File: src/rtl/hazard_scoreboard.sv
// rtl/hazard_scoreboard.sv - ID-stage register hazard scoreboard for long-latency producers
//
// Ports:
//   clk, rst_n                     clock, asynchronous active-low reset
//   id_valid                       valid instruction in ID
//   id_rs1/id_rs2, id_rs*_used     ID source registers and whether they are read
//   id_rd, id_reg_write, id_long   ID destination, writes rd, long-latency producer
//   id_branch                      ID resolves branch/jalr and needs final operands
//   ex_valid, ex_reg_write, ex_rd  short-latency producer currently in EX
//   wb_valid, wb_rd                long-latency result completing this cycle
//   flush                          squash the ID instruction
//   stall, stall_cause             hold ID (cause 1=RAW 2=BR 3=WAW 4=FULL, 0=none)
//   busy_vec                       one bit per register with a pending long write
//   pend_cnt                       outstanding long-latency writes
//   err                            sticky: writeback to a register that was not busy
//   stall_cycles                   saturating count of stalled cycles

module hazard_scoreboard #(
   parameter int REG_AW   = 5,
   parameter int MAX_PEND = 4,
   parameter int PERF_W   = 32,
   localparam int NREG    = 2 ** REG_AW,
   localparam int CNT_W   = $clog2(MAX_PEND + 1)
) (
   input  logic              clk,
   input  logic              rst_n,
   input  logic              id_valid,
   input  logic [REG_AW-1:0] id_rs1,
   input  logic [REG_AW-1:0] id_rs2,
   input  logic              id_rs1_used,
   input  logic              id_rs2_used,
   input  logic [REG_AW-1:0] id_rd,
   input  logic              id_reg_write,
   input  logic              id_long,
   input  logic              id_branch,
   input  logic              ex_valid,
   input  logic              ex_reg_write,
   input  logic [REG_AW-1:0] ex_rd,
   input  logic              wb_valid,
   input  logic [REG_AW-1:0] wb_rd,
   input  logic              flush,
   output logic              stall,
   output logic [2:0]        stall_cause,
   output logic [NREG-1:0]   busy_vec,
   output logic [CNT_W-1:0]  pend_cnt,
   output logic              err,
   output logic [PERF_W-1:0] stall_cycles
);

   localparam logic [CNT_W-1:0] MAX_PEND_C = CNT_W'(MAX_PEND);

   logic match1, match2;
   logic wb_hit1, wb_hit2, wb_hit_rd;
   logic raw, br, waw, full;
   logic long_wr;
   logic issue, clear, bad_wb;
   logic [NREG-1:0] busy_nxt;

   // Register 0 is hardwired, so it never creates a dependency.
   assign match1 = id_valid & id_rs1_used & (id_rs1 != '0);
   assign match2 = id_valid & id_rs2_used & (id_rs2 != '0);

   // A completing writeback is forwarded in the same cycle and resolves the hazard.
   assign wb_hit1   = wb_valid & (wb_rd == id_rs1);
   assign wb_hit2   = wb_valid & (wb_rd == id_rs2);
   assign wb_hit_rd = wb_valid & (wb_rd == id_rd);

   assign raw = (match1 & busy_vec[id_rs1] & ~wb_hit1) |
                (match2 & busy_vec[id_rs2] & ~wb_hit2);

   // Branches resolve in ID, so an EX producer cannot be forwarded in time.
   assign br = id_branch & ex_valid & ex_reg_write & (ex_rd != '0) &
               ((match1 & (ex_rd == id_rs1)) | (match2 & (ex_rd == id_rs2)));

   assign long_wr = id_valid & id_reg_write & id_long & (id_rd != '0);
   assign waw     = long_wr & busy_vec[id_rd] & ~wb_hit_rd;
   // A same-cycle completion does not free a slot for this cycle's issue.
   assign full    = long_wr & (pend_cnt == MAX_PEND_C);

   assign stall = (raw | br | waw | full) & ~flush;

   always_comb begin
      stall_cause = 3'd0;
      if (stall) begin
         if (raw)       stall_cause = 3'd1;
         else if (br)   stall_cause = 3'd2;
         else if (waw)  stall_cause = 3'd3;
         else           stall_cause = 3'd4;
      end
   end

   assign issue  = long_wr & ~stall & ~flush;
   assign clear  = wb_valid & (wb_rd != '0) & busy_vec[wb_rd];
   assign bad_wb = wb_valid & (wb_rd != '0) & ~busy_vec[wb_rd];

   // Set is applied after clear so a same-register set/clear leaves the bit busy.
   always_comb begin
      busy_nxt = busy_vec;
      if (clear) busy_nxt[wb_rd] = 1'b0;
      if (issue) busy_nxt[id_rd] = 1'b1;
   end

   always_ff @(posedge clk or negedge rst_n) begin
      if (!rst_n) begin
         busy_vec     <= '0;
         pend_cnt     <= '0;
         err          <= 1'b0;
         stall_cycles <= '0;
      end else begin
         busy_vec <= busy_nxt;
         if (issue && !clear && pend_cnt != MAX_PEND_C)
            pend_cnt <= pend_cnt + 1'b1;
         else if (clear && !issue && pend_cnt != '0)
            pend_cnt <= pend_cnt - 1'b1;
         if (bad_wb)
            err <= 1'b1;
         if (stall && stall_cycles != '1)
            stall_cycles <= stall_cycles + 1'b1;
      end
   end

endmodule

File: config.mk
export PLATFORM = sky130hd
export DESIGN_NAME = hazard_scoreboard
export DESIGN_NICKNAME = d
export VERILOG_FILES = /design/src/rtl/hazard_scoreboard.sv
export SDC_FILE = /design/constraint.sdc
export NUM_CORES = 1
export LEC_CHECK = 0
export BUFFER_PORTS_ARGS = -buffer_cell sky130_fd_sc_hd__buf_2
export CAP_MARGIN = 20
export CORE_MARGIN = 4
export CORE_UTILIZATION = 50
export CTS_CLUSTER_DIAMETER = 30
export CTS_CLUSTER_SIZE = 8
export DETAILED_ROUTE_END_ITERATION = 7
export HOLD_SLACK_MARGIN = 0.12
export PLACE_DENSITY = 0.71
export SLEW_MARGIN = 0
export SYNTH_ARGS = -nofsm -noshare
export SYNTH_HDL_FRONTEND = slang
export SYNTH_SLANG_ARGS = --single-unit
File: constraint.sdc
create_clock -name clk -period 6.8 [get_ports clk]
set_input_delay 2.04 -clock clk [delete_from_list [all_inputs] [get_ports clk]]
set_output_delay 2.04 -clock clk [all_outputs]
set_load 0.01 [all_outputs]
; Yosys cells after proc, flatten, opt, wreduce, memory -nomap -nowiden
; Index checks and enable logic that the tools add are counted.
[op_classes]
magnitude_cmp = 6
muxes = 20
bitwise = 43
n_eq_ne = 8
addsub = 3
n_reduce_logical = 16
[ops]
columns = operator, count
row1 = $mux 32, 2
row2 = $add 32x1->32 const B, 1
row3 = $and 32x32->32, 1
row4 = $ne 32x32->1 const B, 1
row5 = $not 32->32, 1
row6 = $or 32x32->32, 1
row7 = $and 1x1->1, 29
row8 = $eq 5x5->1, 5
row9 = $reduce_bool 5->1, 5
row10 = $lt 5x6->1 const B, 4
row11 = $bmux 1 s5, 4
row12 = $mux 3, 6
row13 = $demux 1 s5, 2
row14 = $ge 5x1->1 const B, 2
row15 = $logic_and 1x1->1, 7
row16 = $mux 1, 6
row17 = $not 1->1, 6
row18 = $or 1x1->1, 5
row19 = $add 3x1->3 const B, 1
row20 = $eq 3x3->1 const B, 1
row21 = $ne 3x3->1 const B, 1
row22 = $reduce_bool 3->1, 1
row23 = $sub 3x1->3 const B, 1
row24 = $logic_not 1->1, 2
row25 = $reduce_bool 2->1, 1
[word_totals]
wordCells = 100
regBits = 68

; Logic depth before layout (Yosys ltp)
; Gate-level depths: netlist of run 1.
[logic_depth]
depth_word = 17
mapped_depth = 13

; Worst setup path before layout of run 1
; OpenSTA, ideal clock, no wires.
[synth_path]
kind = input to output
startpoint = input id_rs1[0]
endpoint = output stall
n_path_buf = 3
stages = 9
slack_ns = 0.867
t_required_ns = 4.760
arrival_time_ns = 3.893
cell_sequence = buf_4 -> buf_6 -> mux2i_1 -> mux4_2 -> and3b_1 -> a2111oi_2 -> a31oi_1 -> a31oi_2 -> buf_4
[synth_between]
elab_chain_len = 9
elab_cells_between_ends = 18
cone_classes = eq/ne (2) / mux (2) / bitwise (13) / reduce/logical (1)
[synth_rtl]
columns = item, line
row1 = "start, declared", 28  ; input logic [REG_AW-1:0] id_rs1,
row2 = "$bmux 1 s5, or another cell as far along", 68  ; assign raw = (match1 & busy_vec[id_rs1] & ~wb_hit1) |
row3 = "$mux 1 (implied by the code), or another cell as far along", 68
row4 = "$and 1x1->1, or another cell as far along", 68
row5 = $and 1x1->1 or $or 1x1->1 (tied branches), "68, 73"
row6 = $or 1x1->1 or $and 1x1->1 (tied branches), "68, 72"
row7 = $or 1x1->1 * (3 in series), 80  ; assign stall = (raw | br | waw | full) & ~flush;
row8 = $and 1x1->1 *, 80
row9 = "end, declared", 42  ; output logic stall,
; Every way passes the cells marked *; elsewhere a longest branch is shown, timed or not. The select of a mux whose other input is x is not followed.

; Worst setup path in the final report of run 1
[layout_path]
startpoint = input id_rs2[0]
endpoint = output stall_cause[2]
[layout_between]
elab_chain_len = 10
elab_cells_between_ends = 21
cone_classes = eq/ne (2) / mux (5) / bitwise (13) / reduce/logical (1)
[layout_rtl]
columns = item, line
row1 = "start, declared", 29  ; input logic [REG_AW-1:0] id_rs2,
row2 = "$bmux 1 s5, or another cell as far along", 69  ; (match2 & busy_vec[id_rs2] & ~wb_hit2);
row3 = "$mux 1 (implied by the code), or another cell as far along", 69
row4 = "$and 1x1->1, or another cell as far along", 69
row5 = $and 1x1->1 or $or 1x1->1 (tied branches), "69, 73"
row6 = $or 1x1->1 or $and 1x1->1 (tied branches), "68, 72"
row7 = $or 1x1->1 (3 in series), 80
row8 = $and 1x1->1, 80
row9 = $mux 3 *, 84  ; if (stall) begin
row10 = "end, declared", 43  ; output logic [2:0] stall_cause,
; Marks and branches as above.

==> metrics.txt, run 1 <==
status completed; grt total ovfl 0; met2 WL 6.76 mm; dpl ws 0.626 ns; Setup Fix Bufs, Post-CTS 0; fill count 827; fin crit period 6.23 ns; die area 11300 um^2; Syn Area/Cell 9.81 um^2; Clock Latency Late Sink 0.35 ns; synthesized cell area 4820 um^2; antenna violations before repair 0; r2r startpoint busy_vec[10]; Die X 106 um; FFs w/ async S/R, synth 1.00; routability cong. 0.991; Total Wirelength 14.8 mm; Max VDD drop 0.113 mV; Power Dens Cells 206 nW/um^2; post-route ant nets 0; Setup Total Neg Slack 0 ns; area delta synth->final 16.3%; Post-Synth XOR/XNOR Area 0.102; post-DP HPWL 10.5 mm; top_reg_cell synth dfrtp_1; Synth area leader dfrtp_1; most common cell in the netlist dfrtp_1; Worst R2R Setup Slack 3.17 ns; total power 1.15 mW; clk slew on worst S/H paths 0.09 ns; Yosys reg bits 68; DR DRC count 0; hold path start stall_cycles[4]; worst path arrival time 4.19 ns; Mapped Cells 491; fin crit share 0.916; I/O pin total 109; hold buffers post-CTS 0; Relative slew margins 0.421; CP startpoint id_rs2[0]; Crit Path Class primary input to primary output; Area contributors post-synth dfrtp_1 (35%), mux4_2 (9.8%), xnor2_1 (8.4%), o21ai_0 (6.7%), mux2i_1 (5.8%); leakage power 2.45 nW; row count 35; commonest cells in the synthesized netlist dfrtp_1 (68), o21ai_0 (64), xnor2_1 (46); TritonCTS clock tree done; WP data required 4.76 ns; f_max 161 MHz; initial core utilization 0.516; Tot GR Track Use 0.268; Synth top area share 0.353; CTS buffer count 9; Synth cell types 60; Crit Path Max Fanout 14; setup ws final 0.573 ns; Final #Nets 622; clk sink count 68; Layout Skew 0.0143 ns; final setup fails 0; core area 9330 um^2; global-route wire length before repair 23.9 mm; Final Max Tran Viols 0; vias in the first global route 4489; antenna cells 0; Fin. Hold Viols 0; startpoint types primary input; height of the die 106 um; Seq/Total Area, Yosys 0.353; largest net degree at the start of global routing 69; metal3 WL 1.26 mm; nature of the critical path endpoint primary output; drt pass-1 iters 5; htree depth 3; Slew @ Worst Pin 0.869 ns; Mapped Nets 530; max layer used met4; RSZ-0062 raised after global routing no; largest family of logic cells by synthesized area simple AND/OR/NAND/NOR gates; Post-Synth Adder-Cell Area 0.00676; maxcap violations 0; I/O Buffers 108; post-synthesis mux area share 0.163; WL met1 6.41 mm; CTS resizes 0; YS warnings 0; vias per cell 6.39; worst min path class flop to flop; Post-synth EDFFs 0; CTS Buffer Depth 2; via count 4579; fraction of layout cells with a size suffix above 1 0.277; clock root buffer clkbuf_8; Compound-Gate Fraction of Synth Area 0.132; simple-gate portion of the synthesized area 0.198; drt wl/cell 20.7 um; initial detailed-routing violation count 459
==> final timing paths <==
check                      cells past startpoint               to
hold reg to reg                                1  stall_cycles[4]
min in group asynchronous                      2     busy_vec[12]
setup / recovery                               7   stall_cause[2]
setup reg to reg                              10      pend_cnt[2]
hold / removal                                 1  stall_cycles[4]
max in group asynchronous                      2      busy_vec[4]
==> sequential cells by signal, summed over array words and instances (netlist names) <==
name / flops
busy_vec: 32
stall_cycles: 32
pend_cnt: 3
err: 1
==> layer usage <==
layer | vias to the layer above | GRT usage
li1 | 2030 | -
met1 | 2275 | 0.369
met2 | 237 | 0.416
met3 | 37 | 0.0553
met4 | 0 | 0.107
met5 | - | 0
==> cell type report <==
class | instances | area (um^2) | share of cell area
tap | 129 | 161 | 0.0288
inverter | 13 | 48.8 | 0.00871
clock inverter | 7 | 98.8 | 0.0176
clock buffer | 9 | 124 | 0.0221
timing repair buffer | 112 | 571 | 0.102
sequential | 68 | 1700 | 0.304
multi-input combinational | 379 | 2900 | 0.517
==> worst max-delay path: stages <==
cell      delay [ns]
buf_2           0.33
mux2_2          0.38
o311ai_0        0.56
nand3b_1        0.20
a31o_2          0.32
nor3_1          0.19
buf_2           0.16
==> stage by stage <==
| stage | std cells | util | hold WS, ns | instance area, um^2 |
|---|---|---|---|---|
| after floorplan | 491 | - | 0.513 | 4820 |
| after global placement | 701 | 0.577 | 0.476 | 5380 |
| after detailed placement | 701 | 0.577 | 0.486 | 5380 |
| after CTS | 717 | 0.601 | 0.503 | 5600 |
| after global routing | 717 | 0.601 | 0.521 | 5600 |
| final | 717 | 0.601 | 0.499 | 5600 |
==> cells in the final DEF (no fill, tap or decap), drive strengths merged, types with 7 or more instances in the layout <==
master	count
buf	112
dfrtp	68
o21ai	64
xnor2	46
nand3	29
mux2i	28
nand4	24
mux4	21
nor2	18
nand3b	16
nand2	16
and3	15
inv	14
xor2	10
nor3	10
clkbuf	9
o22ai	8
a21oi	7
==> where the power goes <==
group / internal, mW / leakage, nW / switching, mW
combinational: 0.125 / 1.41 / 0.148
clock: 0.208 / 0.110 / 0.165
sequential: 0.441 / 0.924 / 0.0665
total: 0.774 / 2.45 / 0.380
==> cell families (layout without fill, tap and decap cells) <==
logic type,count (synthesis),in the layout
AO/OA/AOI/OAI,106,106
XOR/XNOR,56,56
adder cells (fa/ha/maj),2,2
buffers and inverters,44,141
flip-flops,68,68
multiplexers,52,52
AND/OR/NAND/NOR,163,163
Note: power is estimated with default switching activity, not from simulation.
==> inputs of run 2 (changes only) <==
--- a/config.mk
+++ b/config.mk
@@ -7,13 +7,13 @@
 export LEC_CHECK = 0
 export BUFFER_PORTS_ARGS = -buffer_cell sky130_fd_sc_hd__buf_2
 export CAP_MARGIN = 20
-export CORE_MARGIN = 4
+export CORE_MARGIN = 3
 export CORE_UTILIZATION = 50
 export CTS_CLUSTER_DIAMETER = 30
 export CTS_CLUSTER_SIZE = 8
 export DETAILED_ROUTE_END_ITERATION = 7
 export HOLD_SLACK_MARGIN = 0.12
-export PLACE_DENSITY = 0.71
+export PLACE_DENSITY = 0.73
 export SLEW_MARGIN = 0
 export SYNTH_ARGS = -nofsm -noshare
 export SYNTH_HDL_FRONTEND = slang
==> run 2 against run 1 <==
Against the previous run: first-iteration DRC count fell by 25%; clock-buffer cell count is the same; clock skew shrank 0.0024 ns; clock power is essentially flat; die area shrank 3.7%; wire length shrank 0.85%; register-to-register slack improved by 0.07 ns; total power is 0.47% lower; global-route usage up 0.49 points; cell count decreased by 0.14%; critical endpoint is now stall.
==> metrics.txt, run 2 (synthesized netlist as in run 1, its figures left out) <==
Fin. Hold Viols 0 (unchanged); most frequent cells in the layout buf_2 (108), dfrtp_1 (68), o21ai_0 (64); die area 10800 um^2 (-3.7%); biggest regs busy_vec (32), stall_cycles (32), pend_cnt (3); Clock Latency Late Sink 0.35 ns (about the same); Setup Fix Bufs, Post-CTS 0 (unchanged); worst path arrival time 4.22 ns (+0.03 ns); CP Buf/Inv Count 2 (unchanged); Total Wirelength 14.7 mm (-0.85%); post-DP HPWL 10.4 mm (-1.1%); TritonCTS clock tree done; Die X 104 um (-1.9%); hold buffers post-CTS 0 (unchanged); grt total ovfl 0 (unchanged); Final #Nets 621 (-0.16%); row count 35 (unchanged); I/O Buffers 108 (unchanged); Worst Hold Slack 0.478 ns (-0.0217 ns); total power 1.15 mW (-0.47%); Relative slew margins 0.423 (+0.00257); initial detailed-routing violation count 346 (-25%); antenna violations before repair 0 (unchanged); Max VDD drop 0.111 mV (-1.9%); core area 9280 um^2 (-0.47%); Setup Total Neg Slack 0 ns (unchanged); final setup fails 0 (unchanged); drt pass-1 iters 5 (unchanged); via count 4564 (-0.33%); clk sink count 68 (unchanged); WP data required 4.76 ns (about the same); f_max 160 MHz (-0.60%); CTS Buffer Depth 2 (unchanged); antenna cells 0 (unchanged); initial core utilization 0.519 (+0.00244); Crit Path Max Fanout 20 (+6); Worst path top cell family by delay compound AO/OA/AOI/OAI gates; Layout Skew 0.0119 ns (-0.00239 ns); worst path cell trace buf_2 > mux4_2 > nor2b_1 > a21oi_1 > nand4_1 > a21boi_0 > a31oi_2 > buf_2; fill count 836 (+1.1%); Largest stage delay, worst path 0.56 ns (about the same); I/O pin total 109 (unchanged); worst min path class flop to flop; maxcap violations 0 (unchanged); Crit path top cell by count buf_2; most common cell after layout, fill and taps aside buf_2; post-route ant nets 0 (unchanged); routability cong. 0.942 (-4.9%); RSZ-0062 raised after global routing no; Slew @ Worst Pin 0.865 ns (-0.00385 ns); global-route wire length before repair 23.7 mm (-1.0%); fin crit share 0.921 (+0.00548); setup ws final 0.536 ns (-0.0373 ns); CTS resizes 0 (unchanged); crit path max-delay cell type mux4_2; Tot GR Track Use 0.273 (+0.00489); final core utilization 0.603 (+0.00202); clk slew on worst S/H paths 0.07 ns (-0.02 ns); height of the die 104 um (-1.9%); dpl ws 0.558 ns (-0.0673 ns); leakage power 2.44 nW (-0.20%); area delta synth->final 16.2%; drt wl/cell 20.5 um (-0.71%); vias per cell 6.37 (-0.19%); Crit Path Class primary input to primary output; vias in the first global route 4456 (-0.74%); nature of the critical path endpoint primary output; clock root buffer clkbuf_8; Power Dens Cells 205 nW/um^2 (-0.34%); Final Max Tran Viols 0 (unchanged); DR DRC count 0 (unchanged); CTS buffer count 9 (unchanged); fraction of layout cells with a size suffix above 1 0.276 (-0.00123); fin crit period 6.26 ns (+0.0373 ns); htree depth 3 (unchanged); startpoint types primary input; status completed; largest net degree at the start of global routing 69 (unchanged)
[run 2: cell count changes in the layout (fill, tap and decap cells not counted), sizes merged]
cell	previous run	this run
buf	112	111
[run 2: power by group]
part	internal (mW)	total, mW	switching (mW)
combinational	0.123	0.270	0.147
sequential	0.441	0.505	0.0646
clock	0.208	0.373	0.165
[run 2: metal layers]
layer / track usage / vias up / wire (um) / share of wire
met5: 0 / - / 0 / 0
met4: 0.109 / 0 / 379 / 0.026
met3: 0.0503 / 36 / 1290 / 0.088
met2: 0.427 / 253 / 6870 / 0.47
met1: 0.378 / 2249 / 6160 / 0.42
li1: - / 2026 / - / -
[run 2: stage by stage]
stage | instance area (um^2) | cells
2_1_floorplan | 4820 | 491
3_3_place_gp | 5370 | 700
3_5_place_dp | 5370 | 700
4_1_cts | 5600 | 716
5_1_grt | 5600 | 716
6_report | 5600 | 716
[run 2: area by class of cell]
class / count / area, um^2 / share of cell area
inverters: 13 / 48.8 / 0.00872
flip-flops and latches: 68 / 1700 / 0.304
multi-input cells: 379 / 2900 / 0.518
repair buffers: 111 / 563 / 0.101
clock inverters: 7 / 98.8 / 0.0177
clock buffers: 9 / 124 / 0.0221
well taps: 129 / 161 / 0.0288
[run 2: final timing paths]
path	startpoint	endpoint	slack [ns]	depth (start not counted)
worst max-delay path	id_rd[0]	stall	0.54	8
worst min-delay path	err	err	0.48	1
worst max register to register	busy_vec[8]	pend_cnt[2]	3.24	10
worst min register to register	err	err	0.48	1
max in group asynchronous	rst_n	busy_vec[12]	4.35	2
min in group asynchronous	rst_n	stall_cycles[0]	1.86	2
==> inputs of run 3 (changes only) <==
--- a/config.mk
+++ b/config.mk
@@ -7,13 +7,15 @@
 export LEC_CHECK = 0
 export BUFFER_PORTS_ARGS = -buffer_cell sky130_fd_sc_hd__buf_2
 export CAP_MARGIN = 20
+export CELL_PAD_IN_SITES_DETAIL_PLACEMENT = 0
+export CELL_PAD_IN_SITES_GLOBAL_PLACEMENT = 1
 export CORE_MARGIN = 3
-export CORE_UTILIZATION = 50
+export CORE_UTILIZATION = 45
 export CTS_CLUSTER_DIAMETER = 30
 export CTS_CLUSTER_SIZE = 8
 export DETAILED_ROUTE_END_ITERATION = 7
 export HOLD_SLACK_MARGIN = 0.12
-export PLACE_DENSITY = 0.73
+export PLACE_DENSITY = 0.84
 export SLEW_MARGIN = 0
 export SYNTH_ARGS = -nofsm -noshare
 export SYNTH_HDL_FRONTEND = slang
==> run 3 against run 2 <==
Against the previous run: design area is 0.45% higher; sequential share of layout area fell by 0.14 points; wire length fell by 1.0%; maximum frequency up 0.33%; register-to-register slack worse by 0.03 ns; sequential power about the same; hold slack gained 0.0011 ns; die area up 10%; critical path type unchanged; largest cell class unchanged.
==> metrics.txt, run 3 (synthesized netlist as in run 1, its figures left out) <==
grt total ovfl 0 (unchanged); RSZ-0062 raised after global routing no; fin cells 723 (+0.98%); DR DRC count 0 (unchanged); WP data required 4.76 ns (about the same); met2 WL 6.81 mm (-0.93%); clk slew on worst S/H paths 0.07 ns (about the same); status completed; metal3 WL 1.37 mm (+6.4%); area delta synth->final 16.7%; Setup Total Neg Slack 0 ns (unchanged); vias per cell 6.22 (-2.4%); sink of the worst hold path err; post-DP HPWL 10.5 mm (+0.49%); global-route wire length before repair 22.5 mm (-5.0%); hold buffers post-CTS 0 (unchanged); drt pass-1 iters 5 (unchanged); total power 1.17 mW (+2.3%); final core utilization 0.542 (-0.0607); r2r startpoint busy_vec[8]; worst path arrival time 4.20 ns (-0.02 ns); Flop pwr share 0.429 (-0.011); Comb power frac 0.227 (-0.008); die area 12000 um^2 (+10%); vias in the first global route 4208 (-5.6%); fin crit share 0.918 (-0.00302); f_max 160 MHz (+0.33%); post-route ant nets 0 (unchanged); leakage power 2.45 nW (+0.32%); Crit Path Class primary input to primary output; CTS resizes 0 (unchanged); fraction of layout cells with a size suffix above 1 0.274 (-0.00170); r2r endpoint pend_cnt[2]; Power Dens Cells 209 nW/um^2 (+1.8%); I/O pin total 109 (unchanged); setup ws final 0.556 ns (+0.0206 ns); Final Max Tran Viols 0 (unchanged); P_int 808 uW (+4.7%); height of the die 109 um (+5.1%); Worst Hold Slack 0.479 ns (+0.00110 ns); Setup Fix Bufs, Post-CTS 0 (unchanged); worst min path class flop to flop; drt wl/cell 20.1 um (-2.0%); maxcap violations 0 (unchanged); Slew @ Worst Pin 0.943 ns (+0.0782 ns); final setup fails 0 (unchanged); Fin. Hold Viols 0 (unchanged); core area 10400 um^2 (+12%); Tot GR Track Use 0.245 (-0.0286); Final #Nets 621 (unchanged); most common cell after layout, fill and taps aside buf_2; Max VDD drop 0.179 mV (+61%); max layer used met4; most frequent cells in the layout buf_2 (108), dfrtp_1 (68), o21ai_0 (64); hold path start err; startpoint types primary input; TritonCTS clock tree done; clock power share 0.344 (+0.019); Die X 109 um (+5.1%); via count 4496 (-1.5%); Total Wirelength 14.5 mm (-1.0%); switching fraction of total power 0.312 (-0.0162); Crit Path Max Fanout 14 (-30%); Clock Latency Late Sink 0.35 ns (about the same); routability cong. 0.897 (-4.8%); clk sink count 68 (unchanged); largest net degree at the start of global routing 69 (unchanged); fin crit period 6.24 ns (-0.0206 ns); antenna cells 0 (unchanged); htree depth 3 (unchanged); Relative slew margins 0.370 (-0.0537); Layout Skew 0.00812 ns (-0.00382 ns); I/O Buffers 108 (unchanged); initial detailed-routing violation count 417 (+21%); dpl ws 0.605 ns (+0.0470 ns); area post-placement 5380 um^2 (+0.16%); antenna violations before repair 0 (unchanged); post-route cell area 5620 um^2 (+0.45%); row count 37 (+5.7%); biggest regs busy_vec (32), stall_cycles (32), pend_cnt (3); Worst Hold Depth 1 (unchanged); WL met1 6.01 mm (-2.4%); reg2reg path depth 10 (unchanged); DP Cell Count 707 (+1.0%); clock root buffer clkbuf_8; CTS buffer count 9 (unchanged); nature of the critical path endpoint primary output; Worst R2R Setup Slack 3.21 ns (-0.03 ns); P_sw 366 uW (-2.8%); initial core utilization 0.464 (-0.0543); CTS Buffer Depth 2 (unchanged)
## run 3: changes by cell type in the layout (fill, tap and decap cells not counted)
cell       before  now
clkbuf_1        0    1
bufinv_16       2    3
clkinv_4        2    0
## run 3: worst max-delay path by stage
stage	to	startpoint	slack, ns
after floorplan	stall	id_rs1[0]	0.87
after global placement	stall_cause[2]	id_rs1[0]	0.62
after detailed placement	stall	id_rd[0]	0.61
after CTS	stall	id_rd[0]	0.58
after global routing	stall	id_rd[0]	0.41
final	stall	id_rd[0]	0.56
## run 3: critical path, stage by stage
cell	delay [ns]
buf_2	0.34
mux4_2	0.56
nor2b_1	0.15
a21oi_1	0.12
nand4_1	0.24
a21boi_0	0.39
a31oi_2	0.19
buf_2	0.18
## run 3: routing by layer
metal | up-vias | track usage
li1 | 2022 | -
met1 | 2203 | 0.343
met2 | 237 | 0.386
met3 | 34 | 0.0294
met4 | 0 | 0.0997
met5 | - | 0
## run 3: area by class of cell
| cell class | instances | area (um^2) |
|---|---|---|
| clock inverters | 6 | 111 |
| clock buffers | 10 | 128 |
| inverters | 13 | 48.8 |
| well taps | 136 | 170 |
| repair buffers | 111 | 563 |
| multi-input cells | 379 | 2900 |
| fillers | 962 | 4750 |
| flip-flops and latches | 68 | 1700 |
## run 3: power groups by stage
stage	Clock [mW]	Combinational, mW	Sequential [mW]
final	0.403	0.267	0.504
after global routing	0.427	0.297	0.511
after CTS	0.412	0.270	0.502
after detailed placement	0	0.269	0.510
after global placement	0	0.262	0.507
after floorplan	0	0.160	0.507
